<file path="src/rtl/motor_pwm_driver.sv">
// Dual-wheel H-bridge PWM stage: signed duty commands via valid/ready, boundary-aligned updates, dead time, saturation.
// Optional watchdog built when WATCHDOG_EN is defined; otherwise wd_trip is tied low.
module motor_pwm_driver #(
  parameter int DUTY_W       = 8,
  parameter int PRESC        = 1,
  parameter int DEAD_CYC     = 16,
  parameter int WDOG_PERIODS = 64
) (
  input  logic              clk,
  input  logic              reset,
  input  logic              cmd_valid,
  output logic              cmd_ready,
  input  logic [DUTY_W-1:0] r_duty,
  input  logic [DUTY_W-1:0] l_duty,
  output logic              enA,
  output logic              In1,
  output logic              In2,
  output logic              enB,
  output logic              In3,
  output logic              In4,
  output logic              period_start,
  output logic              wd_trip
);
  // state    | meaning
  // COAST    | bridge off, duty is zero
  // FWD      | In=10, PWM on enable
  // REV      | In=01, PWM on enable
  // DEAD     | bridge off while waiting out a reversal
  localparam logic [1:0] ST_COAST = 2'd0;
  localparam logic [1:0] ST_FWD   = 2'd1;
  localparam logic [1:0] ST_REV   = 2'd2;
  localparam logic [1:0] ST_DEAD  = 2'd3;

  localparam int PERIOD = 2**(DUTY_W-1) - 1;
  localparam int CW     = DUTY_W - 1;
  localparam int PW     = (PRESC > 1) ? $clog2(PRESC) : 1;
  localparam int DW     = (DEAD_CYC > 1) ? $clog2(DEAD_CYC) : 1;
  localparam logic [DUTY_W-1:0] MOST_NEG = {1'b1, {(DUTY_W-1){1'b0}}};
  localparam logic [DUTY_W-1:0] SAT_NEG  = MOST_NEG | DUTY_W'(1);

  logic [PW-1:0]     presc_cnt;
  logic [CW-1:0]     cnt;
  logic              tick, boundary, accept, ready_en, shadow_full, wd_fire;
  logic [DUTY_W-1:0] r_sat, l_sat, sh_r, sh_l, act_r, act_l;
  logic [1:0]        en_v, ina_v, inb_v;

  assign tick      = (presc_cnt == PW'(PRESC-1));
  assign boundary  = tick && (cnt == CW'(PERIOD-1));
  assign cmd_ready = ready_en && !shadow_full;
  assign accept    = cmd_valid && cmd_ready;
  assign r_sat     = (r_duty == MOST_NEG) ? SAT_NEG : r_duty;
  assign l_sat     = (l_duty == MOST_NEG) ? SAT_NEG : l_duty;

  always_ff @(posedge clk) begin
    if (reset) begin
      presc_cnt    <= '0;
      cnt          <= '0;
      ready_en     <= 1'b0;
      shadow_full  <= 1'b0;
      period_start <= 1'b0;
      sh_r         <= '0;
      sh_l         <= '0;
      act_r        <= '0;
      act_l        <= '0;
    end else begin
      ready_en     <= 1'b1;
      period_start <= tick && (cnt == '0);
      if (tick) begin
        presc_cnt <= '0;
        cnt       <= boundary ? '0 : cnt + CW'(1);
      end else begin
        presc_cnt <= presc_cnt + PW'(1);
      end
      if (accept) begin
        sh_r        <= r_sat;
        sh_l        <= l_sat;
        shadow_full <= 1'b1;
      end else if (boundary && shadow_full) begin
        act_r       <= sh_r;
        act_l       <= sh_l;
        shadow_full <= 1'b0;
      end
      if (wd_fire) begin
        act_r <= '0;
        act_l <= '0;
      end
    end
  end

`ifdef WATCHDOG_EN
  localparam int WW = $clog2(WDOG_PERIODS + 1);
  logic [WW-1:0] wd_cnt;

  // An accept on a boundary edge restarts the count instead of counting that boundary.
  assign wd_fire = boundary && !accept && !wd_trip && (wd_cnt == WW'(WDOG_PERIODS-1));

  always_ff @(posedge clk) begin
    if (reset) begin
      wd_cnt  <= '0;
      wd_trip <= 1'b0;
    end else if (accept) begin
      wd_cnt  <= '0;
      wd_trip <= 1'b0;
    end else if (boundary && !wd_trip) begin
      if (wd_fire) wd_trip <= 1'b1;
      else         wd_cnt  <= wd_cnt + WW'(1);
    end
  end
`else
  assign wd_fire = 1'b0;
  assign wd_trip = 1'b0;
`endif

  for (genvar g = 0; g < 2; g++) begin : g_ch
    logic [DUTY_W-1:0] d;
    logic [1:0]        state, state_nx;
    logic [DW-1:0]     dead_cnt, dead_nx;
    logic              tgt_rev, tgt_nx, pos, neg, zero, en_q, ina_q, inb_q;
    logic [CW-1:0]     mag, mag_q;

    assign d    = (g == 0) ? act_r : act_l;
    assign neg  = d[DUTY_W-1];
    assign zero = (d == '0);
    assign pos  = !neg && !zero;
    assign mag  = neg ? CW'(-d) : CW'(d);

    always_comb begin
      state_nx = state;
      dead_nx  = dead_cnt;
      tgt_nx   = tgt_rev;
      case (state)
        ST_COAST: begin
          if (pos)      state_nx = ST_FWD;
          else if (neg) state_nx = ST_REV;
        end
        ST_FWD: begin
          if (zero) state_nx = ST_COAST;
          else if (neg) begin
            state_nx = ST_DEAD;
            tgt_nx   = 1'b1;
            dead_nx  = DW'(DEAD_CYC-1);
          end
        end
        ST_REV: begin
          if (zero) state_nx = ST_COAST;
          else if (pos) begin
            state_nx = ST_DEAD;
            tgt_nx   = 1'b0;
            dead_nx  = DW'(DEAD_CYC-1);
          end
        end
        default: begin
          if (zero) begin
            state_nx = ST_COAST;
          end else if (neg == tgt_rev) begin
            if (dead_cnt == '0) state_nx = neg ? ST_REV : ST_FWD;
            else                dead_nx  = dead_cnt - DW'(1);
          end else begin
            // Target flipped mid dead time: the full dead time restarts toward the new sign.
            tgt_nx  = neg;
            dead_nx = DW'(DEAD_CYC-1);
          end
        end
      endcase
    end

    always_ff @(posedge clk) begin
      if (reset) begin
        state    <= ST_COAST;
        dead_cnt <= '0;
        tgt_rev  <= 1'b0;
        mag_q    <= '0;
        en_q     <= 1'b0;
        ina_q    <= 1'b0;
        inb_q    <= 1'b0;
      end else begin
        state    <= state_nx;
        dead_cnt <= dead_nx;
        tgt_rev  <= tgt_nx;
        mag_q    <= mag;
        en_q     <= ((state == ST_FWD) || (state == ST_REV)) && (cnt < mag_q);
        ina_q    <= (state == ST_FWD);
        inb_q    <= (state == ST_REV);
      end
    end

    assign en_v[g]  = en_q;
    assign ina_v[g] = ina_q;
    assign inb_v[g] = inb_q;
  end

  assign enA = en_v[0];
  assign In1 = ina_v[0];
  assign In2 = inb_v[0];
  assign enB = en_v[1];
  assign In3 = ina_v[1];
  assign In4 = inb_v[1];
endmodule

</file>
<file path="config.mk">
export PLATFORM = sky130hd
export DESIGN_NAME = motor_pwm_driver
export DESIGN_NICKNAME = d
export VERILOG_FILES = /design/src/rtl/motor_pwm_driver.sv
export SDC_FILE = /design/constraint.sdc
export NUM_CORES = 1
export LEC_CHECK = 0
export BUFFER_PORTS_ARGS = -buffer_cell sky130_fd_sc_hd__buf_2
export CAP_MARGIN = 20
export CORE_ASPECT_RATIO = 1.25
export CORE_MARGIN = 3
export CORE_UTILIZATION = 54
export CTS_BUF_LIST = sky130_fd_sc_hd__clkbuf_16
export DETAILED_ROUTE_END_ITERATION = 7
export PLACE_DENSITY = 0.73
export SLEW_MARGIN = 30
export SYNTH_ARGS = -nofsm -noshare
export SYNTH_HDL_FRONTEND = slang
export SYNTH_SLANG_ARGS = --single-unit
</file>
<file path="constraint.sdc">
create_clock -name clk -period 1.8 [get_ports clk]
set_clock_uncertainty 0.05 [all_clocks]
set_input_delay 0.36 -clock clk [delete_from_list [all_inputs] [get_ports clk]]
set_output_delay 0.36 -clock clk [all_outputs]
set_load 0.005 [all_outputs]
</file>
== After elaboration in Yosys (flattened, before gate mapping) ==
Cells that the tools add are included.

* Flip-flop bits (word level): 77
* Bits of input ports: 19
* Output and inout bits: 9
* Word-level logic and storage cells: 156

* $add $sub $neg: 6
* Magnitude comparators: 2
* Equal/unequal tests: 23
* Mux-type cells: 60
* Bitwise gates (word level): 6
* Reductions and logical operators: 36

{| class="wikitable"
|+ Operators by type and width
! kind !! number
|-
| 4-bit 2-to-1 mux || 14
|-
| 2-bit 2-to-1 mux || 20
|-
| 5-bit AND reduction || 6
|-
| 4-bit case mux with 3 select lines || 2
|-
| 7-bit 2-to-1 mux || 3
|-
| 5-bit nonzero test || 4
|-
| 3-bit inequality test, second input constant || 6
|-
| 8-bit == test, second input constant || 2
|-
| 8-bit logical NOT || 2
|-
| 8-bit 2-to-1 mux || 2
|-
| 1-bit 2-to-1 mux || 15
|-
| 7-bit less-than comparator || 2
|-
| 7-bit negator || 2
|-
| 2-bit case mux with 3 select lines || 2
|-
| 1-bit logical AND || 9
|-
| 4-bit logical NOT || 2
|-
| 2-bit inequality test, second input constant || 4
|-
| 4-bit by 2-bit inequality test with 1-bit output, second input constant || 2
|-
| 4-bit by 1-bit subtractor with 4-bit output, second input constant || 2
|-
| 7-bit by 1-bit adder with 7-bit output, second input constant || 1
|-
| 7-bit == test, second input constant || 1
|-
| 7-bit logical NOT || 1
|-
| 3-bit by 1-bit inequality test with 1-bit output, second input constant || 2
|-
| 1-bit inverter || 6
|-
| other kinds (11) || 21
|}

== Depth between registers and ports, before layout ==
* Word-level depth: 6
* Gate-level depth with buffers: 8
* Gate-level depth less buffers: 7

== Least setup slack after synthesis ==
OpenSTA, ideal clock, no wires.

* Path kind: reg2reg
* Start point: register act_l[0]
* End point: register g_ch[1].state[0]
* Setup time: 0.128 ns
* Data arrival time: 1.639 ns
* Data required time: 1.622 ns
* Path slack: -0.017 ns
* Stages on the path, launching flop included: 8
* Buffers on the path: 0
* Period minus slack after synthesis: 1.817 ns
* Path through: dfxtp_1 -> inv_1 -> ha_1 -> or3b_2 -> or3_1 -> o31a_2 -> mux2i_1 -> nor2_1

* Longest elaborated chain between the ends: 5
* Elaborated cells between the ends (all ways): 14
* Classes of those cells: eq/ne: 3; mux: 5; reduce/logical: 6

{| class="wikitable"
|+ RTL lines
! what !! line !! RTL
|-
| from (decl) || 44 || <nowiki>logic [DUTY_W-1:0] r_sat, l_sat, sh_r, sh_l, act_r, act_l;</nowiki>
|-
| from (signal assigned) || 80 || <nowiki>act_l <= sh_l;</nowiki>
|-
| 8-bit logical NOT * || 123 || <nowiki>assign zero = (d == '0);</nowiki>
|-
| 1-bit logical NOT || 124 || <nowiki>assign pos = !neg && !zero;</nowiki>
|-
| 1-bit logical AND || 124 ||
|-
| 3-bit inequality test (no line) or 2-bit 2-to-1 mux (tied branches) || n/a ||
|-
| 5-bit AND reduction (no line) or 2-bit case mux with 3 select lines (tied branches) || n/a ||
|-
| to (signal assigned) || 177 || <nowiki>state <= state_nx;</nowiki>
|-
| to (decl) || 116 || <nowiki>logic [1:0] state, state_nx;</nowiki>
|}

Every way passes the cells marked *; elsewhere a longest branch is shown, timed or not.
A chain may end at the register's enable or synchronous reset.

== Worst setup path after layout ==
* Start point: register act_l[6]
* End point: register g_ch[1].state[0]

Same word-level chain as after synthesis.

==> results.md <==
Synthesis:
- Counting distinct cell types in the post-synthesis netlist gives 56.
- The proportion of register bits with asynchronous set or reset after synthesis is 0.
- The synthesized design contains 77 register bits.
- The sequential cell area fraction in the yosys report is 0.411.
- The average instance in the mapped netlist occupies 8.81 sq um.
- The post-synthesis share of cell area spent on xor and xnor gates is 0.0467.
- The share of synthesized cell area in and, or, nand and nor gates is 0.188.
- The area fraction in compound gates after synthesis is 0.147.
- The combinational family with the most area after synthesis is simple AND/OR/NAND/NOR gates.
- The number of instances in the synthesized netlist is approximately 430.
- Among all flip-flop cells after synthesis, the most frequent one is sky130_fd_sc_hd__dfxtp_1.
- Of the total synthesized cell area, the portion taken by full adders, half adders and majority gates is 0.0900.
- The number of synthesized flops with an enable pin is 0.
- The portion of synthesized area spent on multiplexers is 0.0623.
- The post-synthesis instance area is ~3800 sq um.
- The count of yosys warnings during synthesis is 0.

Status:
- The run finished, with violations left.
- The final reports fail on setup timing.

STA:
- At the pin with the least slew margin, the transition time is 513 ps.
- The count of pins over their slew limit is 0.
- The count of final hold-check violations is 0.
- For this run, the top clock speed supported by timing is 552 MHz.
- Setup repair after global routing could not meet its margin everywhere.
- The clock period minus final worst setup slack is about 1800 ps.
- The worst-case headroom to the max-slew limit is 0.657.
- The final worst-path setup slack is -12.3 ps.
- Of the available clock period, the critical path in the final layout requires 1.01.
- Setup violations remaining at the end of the flow were counted as 1.

Route:
- The iteration-0 DRC count of the detailed router is roughly 100.
- After detailed routing, the total wire length is approximately 8400 um.
- The total via count after detailed routing is ~3200.
- In the routed layout, each cell is associated on average with a via count of approximately 5.4.
- In this run the remaining antenna-violating nets after routing total 0.
- Dividing the detail-routed wire length by the instance count gives 14.3 um.
- The residual DRC count is 0.
- The pre-antenna-repair detailed-routing pass consisted of 4 iterations.

Finish:
- The final core area utilization is 0.712.
- Compared with the post-synthesis result, the final layout area differs by 26.0%.
- The share of post-route cells with drive strength above 1 is 0.278.
- At the end of the flow, the number of nets in the layout was approximately 540.
- In the layout the commonest cells are sky130_fd_sc_hd__dfxtp_1 (65), sky130_fd_sc_hd__nor2_1 (52), sky130_fd_sc_hd__buf_4 (47).
- The count of filler cells inserted in the layout is 503.
- 0 antenna diodes ended up in the layout.
- The library cell used most frequently in the layout, excluding fill and tap cells, is sky130_fd_sc_hd__dfxtp_1.

Placed design:
- Once detailed placement completed, the half-perimeter wirelength came to roughly 5500 um.
- The number of I/O port buffers is 26.
- The congestion estimate from routability-driven global placement came to between 0.7 and 0.8.

CTS:
- The clock passes through at most 2 buffers.
- The number of clock buffers added by TritonCTS is 9.
- CTS saw 77 sinks.
- TritonCTS built the clock tree.
- The number of hold-repair buffers added at the cts stage is 0.
- The clock insertion delay at the later pin of the skew report is about 330 ps.
- CTS placed an instance of sky130_fd_sc_hd__clkbuf_16 at the clock tree root.
- The number of H-tree levels is 3.
- The clock-pin slew on the worst setup and hold paths is about 60 ps.

Power:
- In this run the static leakage power is a little over 2 nW.
- The maximum ir drop on the vdd rail is between 0.6 and 0.7 mV.
- After layout, the design draws a total of between 4 and 5 mW.
- For this design the ratio of total power to cell area is between 800 and 900 nW/um^2.

Global routing:
- The via count of the first global-routing pass is 2971.
- Entering global routing, the biggest net connects 31 pins.
- The remaining global-route overflow is 0.
- Across every metal layer, demand over resource in global routing totals 0.212.
- The number of antenna violations at the first check in global routing is 0.
- The first global-routing pass estimated 13400 um of wire.

Worst setup path:
- The length in cells of the worst reg-to-reg path is 5.
- The worst setup path is captured at a flop.
- Data arrives at the worst endpoint at about 2000 ps.
- Along the worst path, the maximum fanout reaches 5.
- Walking the worst path, the cells encountered are or4_4 > or3_1 > o31a_2 > mux2i_1 > nor2_1.
- For the worst setup path, the data required time is 1960 ps.
- The critical path in this run is classified as flop to flop.
- The startpoint type of the worst setup path is a flop.
- The largest individual stage delay along the critical path comes from the cell sky130_fd_sc_hd__or4_4.
- For this run, the slowest stage of the critical path takes roughly 530 ps.

Die:
- For this configuration, the core starts out at a cell density of 0.565.
- The vertical die dimension is about 99 um.
- The floorplan core area is 6650 sq um.
- The floorplan step defined a die boundary enclosing ~8000 sq um.
- The floorplan has 33 rows.
- The boundary pin count is 28.
- Measured along the x axis, the die boundary spans roughly 81 um.

Worst hold path:
- The depth of the worst hold-timing path is 3.
- The tightest min-delay check is of the input port to flop type.

Flow run:
- The number of maximum-capacitance violations is 0.
## synth_stat cells, types with 6 or more instances
cell type,count,share of area
sky130_fd_sc_hd__o21ai_0,13,0.017
sky130_fd_sc_hd__ha_1,27,0.090
sky130_fd_sc_hd__dfxtp_1,77,0.41
sky130_fd_sc_hd__mux2i_1,20,0.053
sky130_fd_sc_hd__inv_1,33,0.033
sky130_fd_sc_hd__nor3_1,6,0.0080
sky130_fd_sc_hd__clkbuf_1,7,0.0070
sky130_fd_sc_hd__xor2_1,14,0.033
sky130_fd_sc_hd__nor2b_1,10,0.017
sky130_fd_sc_hd__a21oi_1,25,0.033
sky130_fd_sc_hd__nand2_1,41,0.041
sky130_fd_sc_hd__nand3_1,6,0.0080
sky130_fd_sc_hd__or3_1,7,0.012
sky130_fd_sc_hd__nor2_1,52,0.052
sky130_fd_sc_hd__xnor2_1,6,0.014
## sequential cells by signal, summed over array words and instances, names as in the netlist, 2 cells and up
register	count
g_ch.tgt_rev	2
cnt	7
g_ch.mag_q	14
act_r	8
sh_r	8
g_ch.dead_cnt	8
act_l	8
g_ch.state	4
sh_l	8
## power by group
part	leakage [nW]	switching [mW]	total, mW	internal [mW]
clock	0.136	0.698	1.76	1.06
sequential	0.631	0.0429	1.80	1.76
combinational	1.26	0.305	0.557	0.251
## kinds of logic (layout without fill, tap and decap cells)
group | after synthesis | after routing
other | 1 | 2
and+or+nand+nor | 146 | 146
DFF | 77 | 77
muxes | 23 | 23
xor gates and xnor gates | 20 | 20
AOI/OAI and AO/OA | 82 | 82
adders and majority gates | 27 | 27
buffers and inverters | 50 | 123
## worst max-delay path: cells and delay by family, from the launching register on
family / cells / cell delay [ps]
AO/OA/AOI/OAI: 1 / 160
AND/OR/NAND/NOR: 3 / 980
flip-flops: 1 / 340
multiplexers: 1 / 160
## path summary, 6_finish.rpt
check / slack [ps] / from / to
hold reg to reg: 400 / sh_r[5]$_SDFFE_PP0P_ / sh_r[5]$_SDFFE_PP0P_
setup reg to reg: -10 / act_l[6]$_SDFFE_PP0P_ / g_ch[1].state[0]$_SDFFE_PP0P_
hold / removal: 220 / l_duty[3] / sh_l[3]$_SDFFE_PP0P_
setup / recovery: -10 / act_l[6]$_SDFFE_PP0P_ / g_ch[1].state[0]$_SDFFE_PP0P_
## cell type report
type                    instances  area, sq um  share of cell area
clock buffers                   9          225              0.0476
clock inverters                 7         66.3              0.0140
multi-input cells             300         2140               0.452
well taps                      87          109              0.0230
repair buffers                 74          503               0.106
flip-flops and latches         77         1570               0.331
inverters                      33          124              0.0262
## stage by stage
stage          cell area [sq um]  worst slack (ps)  setup TNS (ps)  hold WS [ps]  std cells
2_1_floorplan               3760              9.62               0           386        427
3_3_place_gp                4210             -52.1            -119           394        560
3_5_place_dp                4210              -187            -890           396        560
4_1_cts                     4580             -15.0           -23.7           219        579
5_1_grt                     4730              -121            -526           228        587
6_report                    4730             -12.3           -12.3           224        587
## timing repair
item,CTS,global route
setup buffers,3,8
setup endpoints to repair,12,15
pin swaps,6,10
resized for setup,18,34
## routing by layer
layer | vias to the layer above | GRT usage | share of wire
li1 | 1592 | - | -
met1 | 1484 | 0.254 | 0.43
met2 | 63 | 0.366 | 0.51
met3 | 23 | 0.0471 | 0.031
met4 | 0 | 0.0806 | 0.027
met5 | - | 0 | 0
(Power assumes the default switching activity.)
